==> config.mk <==
export PLATFORM = sky130hd
export DESIGN_NAME = xt_unit_mp_flat
export DESIGN_NICKNAME = d
export VERILOG_FILES = /design/src/rtl/xt_unit_mp_if.sv /design/src/rtl/xt_unit_mp.sv /design/src/flat_wrapper.sv
export SDC_FILE = /design/constraint.sdc
export NUM_CORES = 1
export LEC_CHECK = 0
export CAP_MARGIN = 40
export CORE_MARGIN = 2
export CORE_UTILIZATION = 45
export CTS_CLUSTER_DIAMETER = 80
export DETAILED_ROUTE_END_ITERATION = 10
export GPL_TIMING_DRIVEN = 0
export MAX_ROUTING_LAYER = met4
export PLACE_DENSITY = 0.8
export SLEW_MARGIN = 20
export SYNTH_ARGS = -nofsm -noshare
export SYNTH_HDL_FRONTEND = slang
export SYNTH_SLANG_ARGS = --single-unit
==> constraint.sdc <==
create_clock -name clk -period 4.9 [get_ports clk]
set_input_delay 0.98 -clock clk [delete_from_list [all_inputs] [get_ports clk]]
set_output_delay 0.98 -clock clk [all_outputs]
set_load 0.02 [all_outputs]
==> src/rtl/xt_unit_mp_if.sv <==
// xt_unit_mp_if: packet, memory request/response and response-packet buses
interface xt_unit_mp_if #(
  parameter int AW  = 19,
  parameter int DW  = 32,
  parameter int IDW = 3,
  parameter int NI  = 2
);
  localparam int SW = DW / 8;
  localparam int PW = 2*IDW + AW + 1 + SW + DW;
  logic [NI-1:0]         tpkt_vld;
  logic [NI*PW-1:0]      tpkt_dat;
  logic [NI-1:0]         tpkt_gnt;
  logic                  req_vld;
  logic                  req_gnt;
  logic                  req_wr;
  logic [AW-1:0]         req_adr;
  logic [SW-1:0]         req_strb;
  logic [DW-1:0]         req_dat;
  logic                  rsp_vld;
  logic                  rsp_gnt;
  logic [DW-1:0]         rsp_dat;
  logic                  rpkt_vld;
  logic                  rpkt_gnt;
  logic [2*IDW+DW-1:0]   rpkt_dat;
  modport slave (
    input  tpkt_vld, tpkt_dat, req_gnt, rsp_vld, rsp_dat, rpkt_gnt,
    output tpkt_gnt, req_vld, req_wr, req_adr, req_strb, req_dat, rsp_gnt, rpkt_vld, rpkt_dat
  );
  modport master (
    output tpkt_vld, tpkt_dat, req_gnt, rsp_vld, rsp_dat, rpkt_gnt,
    input  tpkt_gnt, req_vld, req_wr, req_adr, req_strb, req_dat, rsp_gnt, rpkt_vld, rpkt_dat
  );
endinterface

==> src/rtl/xt_unit_mp.sv <==
// xt_unit_mp: round-robin packet-to-memory bridge with in-order response packets
module xt_unit_mp #(
  parameter int AW              = 19,
  parameter int DW              = 32,
  parameter int IDW             = 3,
  parameter int ID              = 0,
  parameter int NI              = 2,
  parameter int REQ_DEPTH       = 2,
  parameter int OUTSTANDING_NUM = 2,
  parameter int WR_RSP          = 1
) (
  input  logic                                  clk,
  input  logic                                  rstn,
  xt_unit_mp_if.slave                           bus,
  output logic [$clog2(OUTSTANDING_NUM+1)-1:0]  outst_cnt,
  output logic                                  err
);
  localparam int SW = DW / 8;
  localparam int PW = 2*IDW + AW + 1 + SW + DW;
  localparam int CW = $clog2(OUTSTANDING_NUM + 1);
  localparam int EW = PW - IDW;
  localparam int TW = IDW + 1;
  localparam int AP = NI > 1 ? $clog2(NI) : 1;
  localparam int RP = REQ_DEPTH > 1 ? $clog2(REQ_DEPTH) : 1;
  localparam int RC = $clog2(REQ_DEPTH + 1);
  localparam int TP = OUTSTANDING_NUM > 1 ? $clog2(OUTSTANDING_NUM) : 1;

  logic [AP-1:0]       ptr_q, ptr_d, win, cand;
  logic                win_vld, push, issue, rsp_acc, tag_pop, load;
  logic [EW-1:0]       ent [NI];
  logic [EW-1:0]       rmem_q [REQ_DEPTH];
  logic [EW-1:0]       rmem_d [REQ_DEPTH];
  logic [RP-1:0]       rwp_q, rwp_d, rrp_q, rrp_d;
  logic [RC-1:0]       rcnt_q, rcnt_d;
  logic [TW-1:0]       tmem_q [OUTSTANDING_NUM];
  logic [TW-1:0]       tmem_d [OUTSTANDING_NUM];
  logic [TP-1:0]       twp_q, twp_d, trp_q, trp_d;
  logic [CW-1:0]       cnt_q, cnt_d;
  logic                rv_q, rv_d, err_q, err_d;
  logic [2*IDW+DW-1:0] rd_q, rd_d;
  logic [EW-1:0]       head;
  logic [TW-1:0]       tag;

  // strip TGTID from every channel so the FIFO holds {INITID, ADR, WE, STRB, DATA}
  always_comb begin
    for (int i = 0; i < NI; i++) ent[i] = {bus.tpkt_dat[i*PW+PW-IDW +: IDW], bus.tpkt_dat[i*PW +: PW-2*IDW]};
  end

  // round-robin search: the lowest offset from the pointer with a valid channel wins
  always_comb begin
    win = ptr_q;
    win_vld = 1'b0;
    cand = '0;
    for (int k = NI - 1; k >= 0; k--) begin
      cand = AP'((int'(ptr_q) + k) % NI);
      if (bus.tpkt_vld[cand]) begin
        win = cand;
        win_vld = 1'b1;
      end
    end
  end

  assign push         = rstn & win_vld & (rcnt_q != RC'(REQ_DEPTH));
  assign bus.tpkt_gnt = push ? NI'(1) << win : '0;
  assign head         = rmem_q[rrp_q];
  assign bus.req_vld  = rstn & (rcnt_q != '0) & (cnt_q < CW'(OUTSTANDING_NUM));
  assign bus.req_dat  = head[DW-1:0];
  assign bus.req_strb = head[DW +: SW];
  assign bus.req_wr   = head[DW+SW];
  assign bus.req_adr  = head[DW+SW+1 +: AW];
  assign issue        = bus.req_vld & bus.req_gnt;
  assign bus.rsp_gnt  = ~rstn | ~rv_q | bus.rpkt_gnt;
  assign rsp_acc      = bus.rsp_vld & bus.rsp_gnt;
  assign tag          = tmem_q[trp_q];
  assign tag_pop      = rsp_acc & (cnt_q != '0);
  assign load         = tag_pop & ((WR_RSP != 0) | ~tag[0]);
  assign bus.rpkt_vld = rv_q;
  assign bus.rpkt_dat = rd_q;
  assign outst_cnt    = cnt_q;
  assign err          = err_q;

  // request FIFO; fullness is judged before any same-cycle pop
  always_comb begin
    rmem_d = rmem_q;
    if (push) rmem_d[rwp_q] = ent[win];
    rwp_d  = push ? (rwp_q == RP'(REQ_DEPTH-1) ? '0 : rwp_q + 1'b1) : rwp_q;
    rrp_d  = issue ? (rrp_q == RP'(REQ_DEPTH-1) ? '0 : rrp_q + 1'b1) : rrp_q;
    rcnt_d = rcnt_q + RC'(push) - RC'(issue);
    ptr_d  = push ? (win == AP'(NI-1) ? '0 : win + 1'b1) : ptr_q;
  end

  // tag FIFO of {INITID, WE}; its occupancy is the outstanding count
  always_comb begin
    tmem_d = tmem_q;
    if (issue) tmem_d[twp_q] = {head[EW-1 -: IDW], head[DW+SW]};
    twp_d = issue ? (twp_q == TP'(OUTSTANDING_NUM-1) ? '0 : twp_q + 1'b1) : twp_q;
    trp_d = tag_pop ? (trp_q == TP'(OUTSTANDING_NUM-1) ? '0 : trp_q + 1'b1) : trp_q;
    cnt_d = cnt_q + CW'(issue) - CW'(tag_pop);
  end

  // response packet register and sticky error for orphan responses
  always_comb begin
    rv_d  = load | (rv_q & ~bus.rpkt_gnt);
    rd_d  = load ? {IDW'(ID), tag[TW-1:1], bus.rsp_dat} : rd_q;
    err_d = err_q | (rsp_acc & (cnt_q == '0));
  end

  // state registers with synchronous active-low reset
  always_ff @(posedge clk) begin
    if (!rstn) begin
      ptr_q  <= '0;
      rmem_q <= '{default: '0};
      rwp_q  <= '0;
      rrp_q  <= '0;
      rcnt_q <= '0;
      tmem_q <= '{default: '0};
      twp_q  <= '0;
      trp_q  <= '0;
      cnt_q  <= '0;
      rv_q   <= 1'b0;
      rd_q   <= '0;
      err_q  <= 1'b0;
    end else begin
      ptr_q  <= ptr_d;
      rmem_q <= rmem_d;
      rwp_q  <= rwp_d;
      rrp_q  <= rrp_d;
      rcnt_q <= rcnt_d;
      tmem_q <= tmem_d;
      twp_q  <= twp_d;
      trp_q  <= trp_d;
      cnt_q  <= cnt_d;
      rv_q   <= rv_d;
      rd_q   <= rd_d;
      err_q  <= err_d;
    end
  end
endmodule

==> src/flat_wrapper.sv <==
// flat-port wrapper written by rule: the top's interface ports become plain ports
module xt_unit_mp_flat 
#(
  parameter int AW              = 19,
  parameter int DW              = 32,
  parameter int IDW             = 3,
  parameter int ID              = 0,
  parameter int NI              = 2,
  parameter int REQ_DEPTH       = 2,
  parameter int OUTSTANDING_NUM = 2,
  parameter int WR_RSP          = 1
)
  (clk, rstn, outst_cnt, err, bus_tpkt_vld, bus_tpkt_dat, bus_req_gnt, bus_rsp_vld, bus_rsp_dat, bus_rpkt_gnt, bus_tpkt_gnt, bus_req_vld, bus_req_wr, bus_req_adr, bus_req_strb, bus_req_dat, bus_rsp_gnt, bus_rpkt_vld, bus_rpkt_dat);
  xt_unit_mp_if #(.AW(AW), .DW(DW), .IDW(IDW), .NI(NI)) bus_i ();
  input  logic clk;
  input  logic rstn;
  output logic [$clog2(OUTSTANDING_NUM+1)-1:0] outst_cnt;
  output logic err;
  input wire logic [$bits(bus_i.tpkt_vld)-1:0] bus_tpkt_vld;
  input wire logic [$bits(bus_i.tpkt_dat)-1:0] bus_tpkt_dat;
  input wire logic [$bits(bus_i.req_gnt)-1:0] bus_req_gnt;
  input wire logic [$bits(bus_i.rsp_vld)-1:0] bus_rsp_vld;
  input wire logic [$bits(bus_i.rsp_dat)-1:0] bus_rsp_dat;
  input wire logic [$bits(bus_i.rpkt_gnt)-1:0] bus_rpkt_gnt;
  output wire logic [$bits(bus_i.tpkt_gnt)-1:0] bus_tpkt_gnt;
  output wire logic [$bits(bus_i.req_vld)-1:0] bus_req_vld;
  output wire logic [$bits(bus_i.req_wr)-1:0] bus_req_wr;
  output wire logic [$bits(bus_i.req_adr)-1:0] bus_req_adr;
  output wire logic [$bits(bus_i.req_strb)-1:0] bus_req_strb;
  output wire logic [$bits(bus_i.req_dat)-1:0] bus_req_dat;
  output wire logic [$bits(bus_i.rsp_gnt)-1:0] bus_rsp_gnt;
  output wire logic [$bits(bus_i.rpkt_vld)-1:0] bus_rpkt_vld;
  output wire logic [$bits(bus_i.rpkt_dat)-1:0] bus_rpkt_dat;
  assign bus_i.tpkt_vld = bus_tpkt_vld;
  assign bus_i.tpkt_dat = bus_tpkt_dat;
  assign bus_i.req_gnt = bus_req_gnt;
  assign bus_i.rsp_vld = bus_rsp_vld;
  assign bus_i.rsp_dat = bus_rsp_dat;
  assign bus_i.rpkt_gnt = bus_rpkt_gnt;
  assign bus_tpkt_gnt = bus_i.tpkt_gnt;
  assign bus_req_vld = bus_i.req_vld;
  assign bus_req_wr = bus_i.req_wr;
  assign bus_req_adr = bus_i.req_adr;
  assign bus_req_strb = bus_i.req_strb;
  assign bus_req_dat = bus_i.req_dat;
  assign bus_rsp_gnt = bus_i.rsp_gnt;
  assign bus_rpkt_vld = bus_i.rpkt_vld;
  assign bus_rpkt_dat = bus_i.rpkt_dat;
  xt_unit_mp #(.AW(AW), .DW(DW), .IDW(IDW), .ID(ID), .NI(NI), .REQ_DEPTH(REQ_DEPTH), .OUTSTANDING_NUM(OUTSTANDING_NUM), .WR_RSP(WR_RSP)) u_core (.clk(clk), .rstn(rstn), .bus(bus_i), .outst_cnt(outst_cnt), .err(err));
endmodule
# [Yosys cells after proc, flatten, opt, wreduce, memory -nomap -nowiden]
# Index checks and enable logic that the tools add are counted.
[totals] register_bits=172 latch_bits=0 ramBits=0 rom_bits=0 in_bits=163 out_inout_bits=102 wordCells=91 n_memories=0
[classes] add_sub_neg=10 multipliers=0 div=0 order_cmp=10 eq_ne=1 n_shift=1 n_mux=29 n_bitwise=21 n_reduce_logical=5
[op_table] op="2-to-1 mux 59 bit" n=7
[op_table] op="bitwise mux 118 bit" n=1
[op_table] op="demux 59 bit (select 1 bit)" n=1
[op_table] op="2-to-1 mux 4 bit" n=4
[op_table] op="2-to-1 mux 1 bit" n=13
[op_table] op=">= comparator 2 bit, second input constant" n=5
[op_table] op="inverter 1 -> 2 bit" n=5
[op_table] op="AND 1 bit" n=9
[op_table] op="bitwise mux 8 bit" n=1
[op_table] op="adder 1 bit, second input constant" n=6
[op_table] op="adder 2 x 1 -> 2 bit" n=2
[op_table] op="demux 4 bit (select 1 bit)" n=1
[op_table] op="less-than comparator 1 x 2 -> 1 bit, second input constant" n=2
[op_table] op="less-than comparator 2 x 1 -> 1 bit, second input constant" n=2
[op_table] op="OR 1 bit" n=4
[op_table] op="nonzero test 2 bit" n=2
[op_table] op="subtractor 2 x 1 -> 2 bit" n=2
[op_table] op="inverter 1 bit" n=3
[op_table] op="logical AND 1 bit" n=2
[op_table] op="logical NOT 2 bit" n=1
[op_table] op="less-than comparator 2 bit, second input constant" n=1
[op_table] op="2-to-1 mux 2 bit" n=1
[op_table] op="!= test 2 bit, second input constant" n=1
[op_table] op="<< shifter 1 x 1 -> 2 bit, first input constant" n=1

# [Longest topological paths before layout]
# Gate-level depths: netlist of run 1.
[logic_depth] ltp_word=10 mapped_depth=9 mapped_depth_nobuf=8

# [Worst setup path after synthesis of run 1]
# OpenSTA, ideal clock, no wires.
[synth_timing] path_type="input-to-output" startpoint="input bus_tpkt_vld[1]" endpoint="output bus_tpkt_gnt[0]" arrival_ns=1.947 required_time_ns=3.920 setup_slack_ns=1.973 path_stages=5 path_buffers=2 cell_sequence="nand2b_1 a21oi_2 buf_6 buf_8 nor2b_1"
[synth_between] elab_chain_len=7 elab_cells_between_ends=12
[synth_lines] element="from (decl)" line="flat_wrapper.sv:19" source="input wire logic [$bits(bus_i.tpkt_vld)-1:0] bus_tpkt_vld;"
[synth_lines] element="2-to-1 mux 1 bit (implied by the code) (2 in series)" line="xt_unit_mp.sv:56" source="if (bus.tpkt_vld[cand]) begin"
[synth_lines] element="2-to-1 mux 1 bit (2 in series)" line="xt_unit_mp.sv:56"
[synth_lines] element="AND 1 bit (2 in series)" line="xt_unit_mp.sv:63" source="assign push = rstn & win_vld & (rcnt_q != RC'(REQ_DEPTH));"
[synth_lines] element="2-to-1 mux 2 bit *" line="xt_unit_mp.sv:64" source="assign bus.tpkt_gnt = push ? NI'(1) << win : '0;"
[synth_lines] element="to (decl)" line="flat_wrapper.sv:25" source="output wire logic [$bits(bus_i.tpkt_gnt)-1:0] bus_tpkt_gnt;"
# Mark *: on every way between the ends. The rest lies on a longest branch, timed or not. The select of a mux whose other input is x is not followed.

# [Final worst setup path of run 1]
[layout_timing] startpoint="input bus_tpkt_vld[0]" endpoint="output bus_tpkt_gnt[0]"
# The elaborated chain is that of the path after synthesis.

==> results of run 1 <==
[area by class of cell]
class	count	area, sq um
repair buffers	255	2550
clock buffers	18	439
flip-flops and latches	170	3400
clock inverters	14	184
fillers	1355	5480
plain buffers	124	815
multi-input cells	520	3420
well taps	220	275
inverters	4	15.0
[cell families after synthesis]
family	synth area share
multiplexers	0.171
other	0.000490
buffers and inverters	0.108
flip-flops	0.445
XOR/XNOR	0.00802
AND/OR/NAND/NOR	0.102
AO/OA/AOI/OAI	0.160
adder cells (fa/ha/maj)	0.00491
[power by group through the flow]
stage	Combinational [W]	Sequential, W	Clock, W
2_1_floorplan	0.00100	0.00181	0
3_3_place_gp	0.00173	0.00176	0
3_5_place_dp	0.00176	0.00177	0
4_1_cts	0.00177	0.00174	0.00143
5_1_grt	0.00190	0.00177	0.00150
6_report	0.00176	0.00174	0.00142
[cell usage after synthesis (3+ instances only)]
library cell / instances / area (sq um)
sky130_fd_sc_hd__dfxtp_1: 170 / 3400
sky130_fd_sc_hd__o21ai_0: 77 / 385
sky130_fd_sc_hd__nand2_1: 73 / 274
sky130_fd_sc_hd__mux2i_1: 68 / 681
sky130_fd_sc_hd__nand3_1: 62 / 310
sky130_fd_sc_hd__buf_4: 60 / 450
sky130_fd_sc_hd__a21oi_1: 59 / 295
sky130_fd_sc_hd__mux2_2: 56 / 631
sky130_fd_sc_hd__o21ai_1: 44 / 220
sky130_fd_sc_hd__clkbuf_1: 31 / 116
sky130_fd_sc_hd__a21boi_0: 29 / 218
sky130_fd_sc_hd__buf_2: 23 / 115
sky130_fd_sc_hd__and2_1: 6 / 37.5
sky130_fd_sc_hd__nor2_1: 5 / 18.8
sky130_fd_sc_hd__xnor2_1: 5 / 43.8
sky130_fd_sc_hd__buf_12: 4 / 80.1
sky130_fd_sc_hd__a21boi_1: 3 / 22.5
sky130_fd_sc_hd__buf_1: 3 / 11.3
sky130_fd_sc_hd__ha_1: 3 / 37.5
sky130_fd_sc_hd__inv_1: 3 / 11.3
sky130_fd_sc_hd__o211a_1: 3 / 30.0
[final timing paths]
check | start | endpoint | slack, ns | depth (start not counted)
max | bus_tpkt_vld[0] | bus_tpkt_gnt[0] | 0.94 | 7
min | u_core.tmem_q[7] | u_core.tmem_q[7] | 0.46 | 2
max reg2reg | u_core.outst_cnt[1] | u_core.outst_cnt[0] | 2.95 | 7
min reg2reg | u_core.tmem_q[7] | u_core.tmem_q[7] | 0.46 | 2
[worst max-delay path: cells and delay by family]
family	cells	cell delay (ns)
buffers and inverters	4	1.53
AND/OR/NAND/NOR	2	0.34
AO/OA/AOI/OAI	1	0.12
[metal layers]
layer | GRT usage | wire length [um] | vias up
met3 | 0.0631 | 1500 | 32
met4 | 0.0713 | 386 | 0
li1 | - | - | 3339
met1 | 0.293 | 9120 | 3188
met5 | - | 0 | -
met2 | 0.416 | 10600 | 237
[sequential cells by signal, summed over array words and instances (netlist names)]
register             flops
u_core.outst_cnt         2
u_core.tmem_q            6
u_core.rmem_q          118
u_core.rcnt_q            2
u_core.rrp_q             1
u_core.bus.rpkt_dat     35
u_core.err               1
u_core.trp_q             1
u_core.twp_q             1
u_core.ptr_q             1
u_core.rwp_q             1
u_core.bus.rpkt_vld      1
[metrics by stage]
stage | utilization | hold slack (ns) | total power, W | instance area [sq um]
CTS | 0.670 | 0.457 | 0.00494 | 11100
floorplan | - | 0.434 | 0.00282 | 7650
finish | 0.670 | 0.457 | 0.00492 | 11100
global route | 0.670 | 0.480 | 0.00516 | 11100
detailed placement | 0.632 | 0.448 | 0.00352 | 10500
global placement | 0.632 | 0.442 | 0.00349 | 10500
[cell usage in the layout, fill, tap and decap left out, drive strengths merged, types with 2 or more instances in the layout]
cell and n:
nor2 6, clkbuf 49, o21a 2, mux2 56, dfxtp 170, nand2b 2, nor2b 2, clkinv 4
buf 93, nand3 62, mux2i 68, and2b 2, nand2 73, ha 3, xor2 2, nand4b 2
conb 3, a21boi 32, bufinv 3, clkdlybuf4s50 255, and2 7, inv 10, o21ai 121, a21oi 60
o211a 3, nand3b 4, xnor2 5
==> results.md, run 1 <==
| Item | Reported |
| --- | --- |
| Data arrival time of the critical path | 2.98 ns |
| Pins Over Slew Limit | 0 |
| CTS max path bufs | 2 |
| CTS tree | done |
| Number of instances in the synthesized netlist | 816 |
| Ratio of routed vias to standard cells | 5.13 |
| Routability Congestion | 0.759 |
| Routed length per instance | 16.3 um |
| Routed via count | 6796 |
| Remaining max-slew budget at the tightest pin | 0.631 |
| Final-stage net count | 1258 |
| Area delta synth->final | 45.2% |
| Synthesized area divided by synthesized cell count | 9.37 sq um |
| Slowest stage delay, CP | 0.63 ns |
| Pre-CTS WS | 0.943 ns |
| Gr usage total | 0.247 |
| Die boundary height | 134 um |
| Startpoint kind of the worst setup timing path | primary input |
| Total Neg Setup Slack | 0 ns |
| Share of the yosys chip area belonging to registers | 0.445 |
| Min-delay worst type | reg2reg |
| Io pins | 265 |
| Core Footprint | 16600 sq um |
| Portion of total power attributed to the clock network | 0.289 |
| Worst-path maximum fanout | 10 |
| Share of the clock period used by the worst path after layout | 0.809 |
| Power density over the cells | 443 nW/um^2 |
| Max Cap Viol | 0 |
| Largest net degree at the start of global routing | 17 |
| Final worst setup slack | 0.937 ns |
| Clock edge transition at the registers on the reported setup and hold paths | 0.07 ns |
| Fin crit period | 3.96 ns |
| Number of synthesized flops with an enable pin | 0 |
| Post-CTS setup buffer count | 0 |
| Sequential share of power | 0.354 |
| Std-Cell Rows | 47 |
| Result of the run | completed |
| Die footprint | 18000 sq um |
| Initial antenna violation count | 0 |
| Internal | 0.00333 W |
| Setup violations, final | 0 |
| Switching power | 0.00159 W |
| DRT Pass-1 Iters | 5 |
| Total clock buffers created by CTS | 17 |
| Total global routing overflow | 0 |
| Leakage power | 4.53 nW |
| Number of distinct library cell variants in the gate-level netlist after synthesis | 42 |
| Number of non-filler instances in the completed layout | 1325 |
| Most frequent cell on the critical path | sky130_fd_sc_hd__clkdlybuf4s50_1 |
| Most used DFF post-synth | sky130_fd_sc_hd__dfxtp_1 |
| Worst path cell trace | clkdlybuf4s50_1 -> and2b_1 -> a21oi_2 -> buf_6 -> buf_8 -> nor2b_1 -> clkdlybuf4s50_1 |
| Combinational share of power | 0.357 |
| Diode insertion count for antenna repair | 0 |
| Crit end category | primary output |
| Clock sink total | 170 |
| H-tree lvl count | 4 |
| Post-CTS Hold Fix Bufs | 0 |
| Cell with the largest stage delay on the worst path | sky130_fd_sc_hd__clkdlybuf4s50_1 |
| Worst clock skew on the final layout | 0.00565 ns |
| Sw frac | 0.323 |
| Worst setup path category | in2out |
| Number of global-route vias before repair | 6695 |
| Setup repair after global routing missed its margin | false |
| Worst EP required | 3.92 ns |
| Proportion of register bits with asynchronous set or reset after synthesis | 0 |
| Starting density of the core | 0.461 |
| Post-DP HPWL | 15900 um |
| Cells after DPL | 1293 |
| CTS root buffer | sky130_fd_sc_hd__clkbuf_16 |
| Clock network latency to the later pin of the worst-skew pair | 0.43 ns |
| Maximum clock frequency | 0.252 GHz |
| Tightest Pin Transition | 0.554 ns |
| # resized after CTS | 0 |
| Fraction of final layout cells with drive strength greater than 1 | 0.167 |
| WL final | 21600 um |
| Number of hold violations in the final report | 0 |
| Number of I/O port buffers | 255 |
| First-pass GRT wire length | 34300 um |
| Warnings, synthesis | 0 |
| Synthesized flop and latch total | 170 |
| Die outline width | 134 um |
| Area of the mapped netlist | 7650 sq um |
| Iteration-0 DRC Markers | 387 |
| Antenna-violating nets left | 0 |
| DRC | 0 |
| Worst vdd rail ir drop | 0.000296 V |
Note: power is estimated with default switching activity, not from simulation.
==> inputs of run 2 (changes only) <==
clock period = 4.05 ns   (was 4.9 ns; I/O delays follow)
==> results of run 2 <==
Same layout as run 1 (identical final DEF). Status: completed.
Main changes from that run: setup slack after placement 0.943 ns -> 0.433 ns; setup slack after layout 0.937 ns -> 0.427 ns; register-to-register setup slack 2.95 ns -> 2.10 ns; total power 0.00492 W -> 0.00595 W; worst IR drop on VDD 0.000296 V -> 0.000358 V
